===== src/rtl/booth_pkg.sv =====
// Shared types and constants for the radix-4 Booth digit sequencer.
// Digit opcodes, FSM states and the next-set-bit search.
package booth_pkg;

  localparam int A_W_DEF = 8;
  localparam int NDIG = A_W_DEF / 2;
  localparam int IW = 2;

  localparam logic [2:0] OPR_ZERO = 3'b000;
  localparam logic [2:0] OPR_POS1 = 3'b001;
  localparam logic [2:0] OPR_POS2 = 3'b011;
  localparam logic [2:0] OPR_NEG2 = 3'b100;
  localparam logic [2:0] OPR_NEG1 = 3'b101;

  typedef enum logic {
    IDLE,
    EMIT
  } state_t;

  typedef struct packed {
    logic          found;
    logic [IW-1:0] idx;
  } hit_t;

  // Lowest set bit of m at or above position from.
  function automatic hit_t next_set(
    input logic [NDIG-1:0] m,
    input int              from
  );
    hit_t h;
    h = '0;
    for (int j = NDIG - 1; j >= 0; j--) begin
      if (j >= from && m[j]) begin
        h.found = 1'b1;
        h.idx   = IW'(j);
      end
    end
    return h;
  endfunction

  function automatic logic is_zero(input logic [2:0] t);
    return (t == OPR_ZERO) || (t == ~OPR_ZERO);
  endfunction

endpackage


===== src/rtl/booth_digit_sel.sv =====
// Extracts one Booth triplet {a[2i+1], a[2i], a[2i-1]} (a[-1] = 0)
// and flags whether it selects a nonzero partial product.
module booth_digit_sel
  import booth_pkg::*;
#(
  parameter int A_W = 8
) (
  input  logic [A_W-1:0] a,
  input  logic [IW-1:0]  idx,
  output logic [2:0]     trip,
  output logic           nz
);

  logic [A_W:0] ext;

  assign ext  = {a, 1'b0};
  assign trip = ext[{idx, 1'b0} +: 3];
  assign nz   = !is_zero(trip);

endmodule


===== src/rtl/booth_encod.sv =====
// Radix-4 Booth digit sequencer: scans a latched multiplier two bits
// per step and streams {opr, extend_one, b_out} over valid/ready.
module booth_encod
  import booth_pkg::*;
#(
  parameter int A_W       = 8,
  parameter int SKIP_ZERO = 0
) (
  input  logic           clk,
  input  logic           rst,
  input  logic           in_valid,
  output logic           in_ready,
  input  logic [A_W-1:0] a,
  input  logic [A_W-1:0] b,
  output logic           out_valid,
  input  logic           out_ready,
  output logic [2:0]     opr,
  output logic [1:0]     extend_one,
  output logic [A_W-1:0] b_out,
  output logic           out_last,
  output logic           busy
);

  state_t          state;
  logic [A_W-1:0]  a_q;
  logic [A_W-1:0]  src;
  logic [2:0]      trip [NDIG];
  logic [NDIG-1:0] nz;
  logic [NDIG-1:0] emask;
  hit_t            first;
  hit_t            after_first;
  hit_t            nxt;
  hit_t            after_nxt;
  logic [IW-1:0]   fidx;

  // In IDLE the live operand feeds the selectors so the first digit
  // can be registered on the accept edge.
  assign src = (state == IDLE) ? a : a_q;

  for (genvar g = 0; g < NDIG; g++) begin : g_sel
    booth_digit_sel #(
      .A_W (A_W)
    ) u_sel (
      .a    (src),
      .idx  (IW'(g)),
      .trip (trip[g]),
      .nz   (nz[g])
    );
  end

  assign emask    = (SKIP_ZERO != 0) ? nz : '1;
  assign in_ready = (state == IDLE) && !rst;

  always_comb begin
    first       = next_set(emask, 0);
    fidx        = first.found ? first.idx : '0;
    after_first = next_set(emask, int'(fidx) + 1);
    nxt         = next_set(emask, int'(extend_one) + 1);
    after_nxt   = next_set(emask, int'(nxt.idx) + 1);
  end

  always_ff @(posedge clk) begin
    if (rst) begin
      state      <= IDLE;
      a_q        <= '0;
      out_valid  <= 1'b0;
      out_last   <= 1'b0;
      opr        <= OPR_ZERO;
      extend_one <= '0;
      b_out      <= '0;
      busy       <= 1'b0;
    end else begin
      unique case (state)
        IDLE: begin
          if (in_valid) begin
            state      <= EMIT;
            a_q        <= a;
            b_out      <= b;
            busy       <= 1'b1;
            out_valid  <= 1'b1;
            opr        <= trip[fidx];
            extend_one <= fidx;
            out_last   <= !after_first.found;
          end
        end
        EMIT: begin
          if (out_ready) begin
            if (out_last) begin
              state     <= IDLE;
              out_valid <= 1'b0;
              busy      <= 1'b0;
            end else begin
              opr        <= trip[nxt.idx];
              extend_one <= nxt.idx;
              out_last   <= !after_nxt.found;
            end
          end
        end
        default: state <= IDLE;
      endcase
    end
  end

endmodule


===== config.mk =====
export PLATFORM = sky130hd
export DESIGN_NAME = booth_encod
export DESIGN_NICKNAME = d
export VERILOG_FILES = /design/src/rtl/booth_pkg.sv /design/src/rtl/booth_digit_sel.sv /design/src/rtl/booth_encod.sv
export SDC_FILE = /design/constraint.sdc
export NUM_CORES = 1
export LEC_CHECK = 0
export BUFFER_PORTS_ARGS = -buffer_cell sky130_fd_sc_hd__buf_2
export CORE_ASPECT_RATIO = 1.1
export CORE_MARGIN = 5
export CORE_UTILIZATION = 35
export DETAILED_ROUTE_END_ITERATION = 8
export GPL_ROUTABILITY_DRIVEN = 0
export PLACE_DENSITY = 0.62
export SYNTH_ARGS = -nofsm -noshare
export SYNTH_HDL_FRONTEND = slang
export SYNTH_SLANG_ARGS = --single-unit

===== constraint.sdc =====
create_clock -name clk -period 1.5 [get_ports clk]
set_input_delay 0.225 -clock clk [delete_from_list [all_inputs] [get_ports clk]]
set_output_delay 0.225 -clock clk [all_outputs]
set_load 0.005 [all_outputs]

Word-level counts from Yosys, hierarchy flattened --
Index checks and enable logic that the tools add are counted.
Word-level totals: output and inout port bits 17, flip-flop bits (word level) 24, logic and storage cells 63
Operators by class: reduce and logical (&&, ||, !) cells 7, equality and inequality tests 4, order comparisons 9, mux-type cells 32, add/sub/neg operators 2, bitwise logic cells 2
Operators with widths (number):
- $mux 3 | 9
- $mux 2 | 7
- $ge 1x3->1 const A | 4
- $ge 2x3->1 const A | 4
- $mux 1 | 9
- $mux 8 | 1
- $ne 2x2->1 const B | 4
- $add 2x1->3 const B | 2
- $bmux 3 s2 | 1
- $pmux 1 s2 | 3
- $pmux 3 s2 | 1
- $reduce_and 3->1 | 2
- $pmux 2 s2 | 1
- $reduce_and 2->1 | 2
- $ge 3x3->1 const B | 1
- $not 2->3 | 1
- $logic_not 1->1 | 2
- $logic_and 1x1->1 | 1
- $not 1->1 | 1

Longest topological paths before layout --
depth in word-level cells 16, depth in mapped cells 5, depth with buffers taken out 5

Cells and area by module --
Synthesis repeated with hierarchy kept, for this count alone.
Second synthesis, totals: cell total of the unflattened synthesis 184, area, all modules 1579.0 um^2
By module, submodules not included:
- booth_encod | area each 1128.6 um^2, cells each 136, instances 1
- booth_digit_sel | area each 112.6 um^2, cells each 12, instances 4

Least setup slack after synthesis --
Ideal clock, no wire load.
path kind register to register, start point register extend_one[0], end point register opr[2], period minus slack after synthesis 1733 ps, cell stages (with the launch flop) 6, arrival time 1653 ps, slack -233 ps, path buffers 0, setup time 79 ps, path through dfxtp_1 inv_1 ha_1 or4b_1 o311a_1 a211oi_2
On the way: word-level cells in the longest chain between the ends 13, elaborated cells on any way between the ends 16
RTL lines:
- from (decl) | RTL line booth_encod.sv:18 | output logic [1:0] extend_one,
- from (signal assigned) | RTL line booth_encod.sv:82 | extend_one <= fidx;
- from (signal assigned) | RTL line booth_encod.sv:94 | extend_one <= nxt.idx;
- $add 2x1->3 (*) | RTL line booth_encod.sv:58 | nxt = next_set(emask, int'(extend_one) + 1);
- $ge 2x3->1 | RTL line booth_pkg.sv:33 | if (j >= from && m[j]) begin
- $mux 2 (3 in a row) | RTL line booth_pkg.sv:33
- $mux 2 (*) | RTL line booth_pkg.sv:33
- $not 2->3 (implied by the code) (*) | RTL line booth_encod.sv:93 | opr <= trip[nxt.idx];
- $bmux 3 s2 (*) | RTL line booth_encod.sv:93
- $mux 3 (implied by the code) (*) (2 in a row) | RTL line booth_encod.sv:93
- $mux 3 (*) | RTL line booth_encod.sv:88 | if (out_last) begin
- $mux 3 (*) | RTL line booth_encod.sv:87 | if (out_ready) begin
- $pmux 3 s2 (*) | RTL line booth_encod.sv:73 | unique case (state)
- to (signal assigned) | RTL line booth_encod.sv:81 | opr <= trip[fidx];
- to (signal assigned) | RTL line booth_encod.sv:93
- to (decl) | RTL line booth_encod.sv:17 | output logic [2:0] opr,
Every way passes the cells marked *; elsewhere a longest branch is shown, timed or not. The select of a mux whose other input is x is not followed. A chain may end at the register's enable or synchronous reset.

Final worst setup path --
Same ends and word-level chain as after synthesis.

==> run metrics <==
status=complete, but fails checks; violated checks=setup timing; CP arrival=1.78 ns; Syn Nets=145; Clock Skews=0.002257 ns; cells after synthesis=123; ANT cells=0; Buffers on Ports=36; CTS clk-pin slew, worst paths=0.13 ns; die height=67.61 um; synthesis-stage register bit count=24; CTS sink cnt=24; final setup fails=2; Hold Path End=b_out[3]; setup_tns=-0.03679 ns; Max Clock Freq=651.0 MHz; Post-route DRC=0; Final ANT Viol Nets=0; Worst R2R Path Depth=5; Yosys top cell by area=dfxtp_1; Final Cycle Share=1.024; area share of the largest cell type after synthesis=0.4550; CTS H-tree lvls=1; Seq/Total Area, Yosys=0.4550; final design utilization=0.4598; headroom to the max-slew limit=0.7893; commonest cells in the netlist=nand2_1, dfxtp_1, a21oi_1, buf_2, inv_1; Worst-Skew Late Latency=0.31 ns; RSZ-0062 raised after global routing=yes; fin crit period=1.536 ns; Post-synth ARST share=0; hold depth=3; CP Capture Type=flop; Post-Syn Area per Cell=8.585 um^2; Worst setup SP type=flop; gr usage total=0.1328; ratio of cells with drive above 1 in the final layout=0.3704; FF-to-FF End=opr[2]; row count=21; final std cells w/o fill=196; Synth Warn #=0; final WL=2.697 mm; antenna violations before repair=0; cell with the most instances after synthesis=nand2_1; CTS Root Cell=clkbuf_4; Place WS=-0.02485 ns; Leakage Power=0.6291 nW; min-delay src=b[3]; width of the die=62.37 um; number of DRC markers in iteration 0=38; post-DR vias/cell=5.005; Fin. Hold Viols=0; TritonCTS clock tree=done; largest net degree at the start of global routing=17; Post-synth EDFFs=0; Power Density=953.6 mW/mm^2; Longest Clk Path Bufs=2; Ports=37; Num CTS Buffers=3; Worst Path Max Fanout=5; r2r startpoint=extend_one[0]; most area-consuming cells after synthesis=dfxtp_1, nand2_1, a21oi_1; critical path required time=1.74 ns; Die Footprint=0.004217 mm^2; Placed Instances=192; # Max-Cap Violations=0; initial core utilization=0.3557; Unique masters post-synth=33; Nets=185; Hold Path Class=primary input to flop; Setup Crit Path Kind=flop to flop; Fillers=298; number of global-route vias before repair=1002; core area=0.002969 mm^2; Post-Syn Area=0.001056 mm^2; R2R Setup Slk=-0.04 ns; P&R area growth vs syn=29.27%; first-pass GRT wire length=4.388 mm; Sequential Area=486.7 um^2; Worst-Margin Slew=0.3161 ns; multi-input logic area=530.5 um^2; # hold bufs at CTS=0; final worst slack=-0.03605 ns; routed length per instance=13.76 um; final slew viol count=0; DRT Pass-1 Iters=4; GRT Residual Overflow=0; DP Wirelength=2.129 mm; maximum vdd ir drop=0.0006337 V; Most used DFF post-synth=dfxtp_1; total number of vias=981
[layout by cell type (no fill, tap or decap), drive strengths merged]
cell type	netlist	layout
inv	4	4
buf	6	44
mux2i	1	1
o2111ai	1	1
a21bo	1	1
nor2	4	4
o21ai	1	1
nand2	35	35
a32oi	1	1
dfxtp	24	24
or4b	1	1
and2b	1	1
o21ba	1	1
or3	1	1
or3b	1	1
o211a	2	2
mux4	2	2
o311a	1	1
clkbuf	3	4
nor3	1	1
nand3	3	3
a211o	1	1
and3b	1	1
a211oi	1	1
ha	2	2
nand3b	1	1
nand2b	1	1
a311oi	1	1
a21oi	20	20
[cells by family (layout without fill, tap and decap cells)]
group | count (synthesis) | in the layout | synth area share
mux | 3 | 3 | 0.05569
flops | 24 | 24 | 0.4550
fa+ha+maj | 2 | 2 | 0.02369
simple gates | 50 | 50 | 0.2121
compound gates | 31 | 31 | 0.1919
buf+inv | 13 | 52 | 0.06161
[worst max-delay path, stage by stage, from the launching register on]
cell and delay, ns:
dfxtp_4 0.40, inv_4 0.04, ha_4 0.22, or4b_1 0.49, o311a_1 0.15, a211oi_2 0.16
[sequential cells by signal (all words and copies together), names as in the netlist]
name        flops
a_q             8
b_out           8
busy            1
extend_one      2
opr             3
out_last        1
state           1
[through the flow]
step | total power [W] | hold WS (ns) | cell area, um^2
2_1_floorplan | 0.0008318 | 0.2941 | 1082
3_3_place_gp | 0.0009136 | 0.4393 | 1315
3_5_place_dp | 0.0009219 | 0.4486 | 1315
4_1_cts | 0.001320 | 0.1161 | 1364
5_1_grt | 0.001377 | 0.1217 | 1365
6_report | 0.001302 | 0.1332 | 1365
[worst max path at each step]
stage,from,end,cells past startpoint
6_report,extend_one[0],opr[2],5
5_1_grt,extend_one[0],opr[2],5
4_1_cts,extend_one[0],opr[2],5
3_5_place_dp,extend_one[1],opr[2],4
3_3_place_gp,extend_one[0],opr[2],5
2_1_floorplan,extend_one[0],opr[2],5
[where the power goes]
part,switching [W],total (W),internal (W),leakage [nW]
Clock,0.000192,0.000396,0.000203,0.0261
Combinational,0.000102,0.000204,0.000102,0.404
Sequential,0.0000282,0.000702,0.000674,0.199
Total,0.000322,0.00130,0.000979,0.629
[routing by layer]
layer / global-route usage / up-vias / part of all wire
li1: - / 500 / -
met1: 0.1368 / 456 / 0.41
met2: 0.2591 / 23 / 0.52
met3: 0.02995 / 2 / 0.057
met4: 0.05570 / 0 / 0.0078
met5: 0 / - / 0
[layout make-up]
cell class	instances	share of cell area
well taps	34	0.03116
multi-input cells	86	0.3886
flip-flops and latches	24	0.3566
inverters	4	0.01283
repair buffers	44	0.1760
clock buffers	4	0.03483
[what timing repair did]
item | in CTS | in global routing
gates cloned | 0 | 0
resized for setup | 1 | 1
buffers inserted | 0 | 0
pin swaps | 0 | 2
endpoints found under the setup margin | 3 | 19
(Power assumes the default switching activity.)
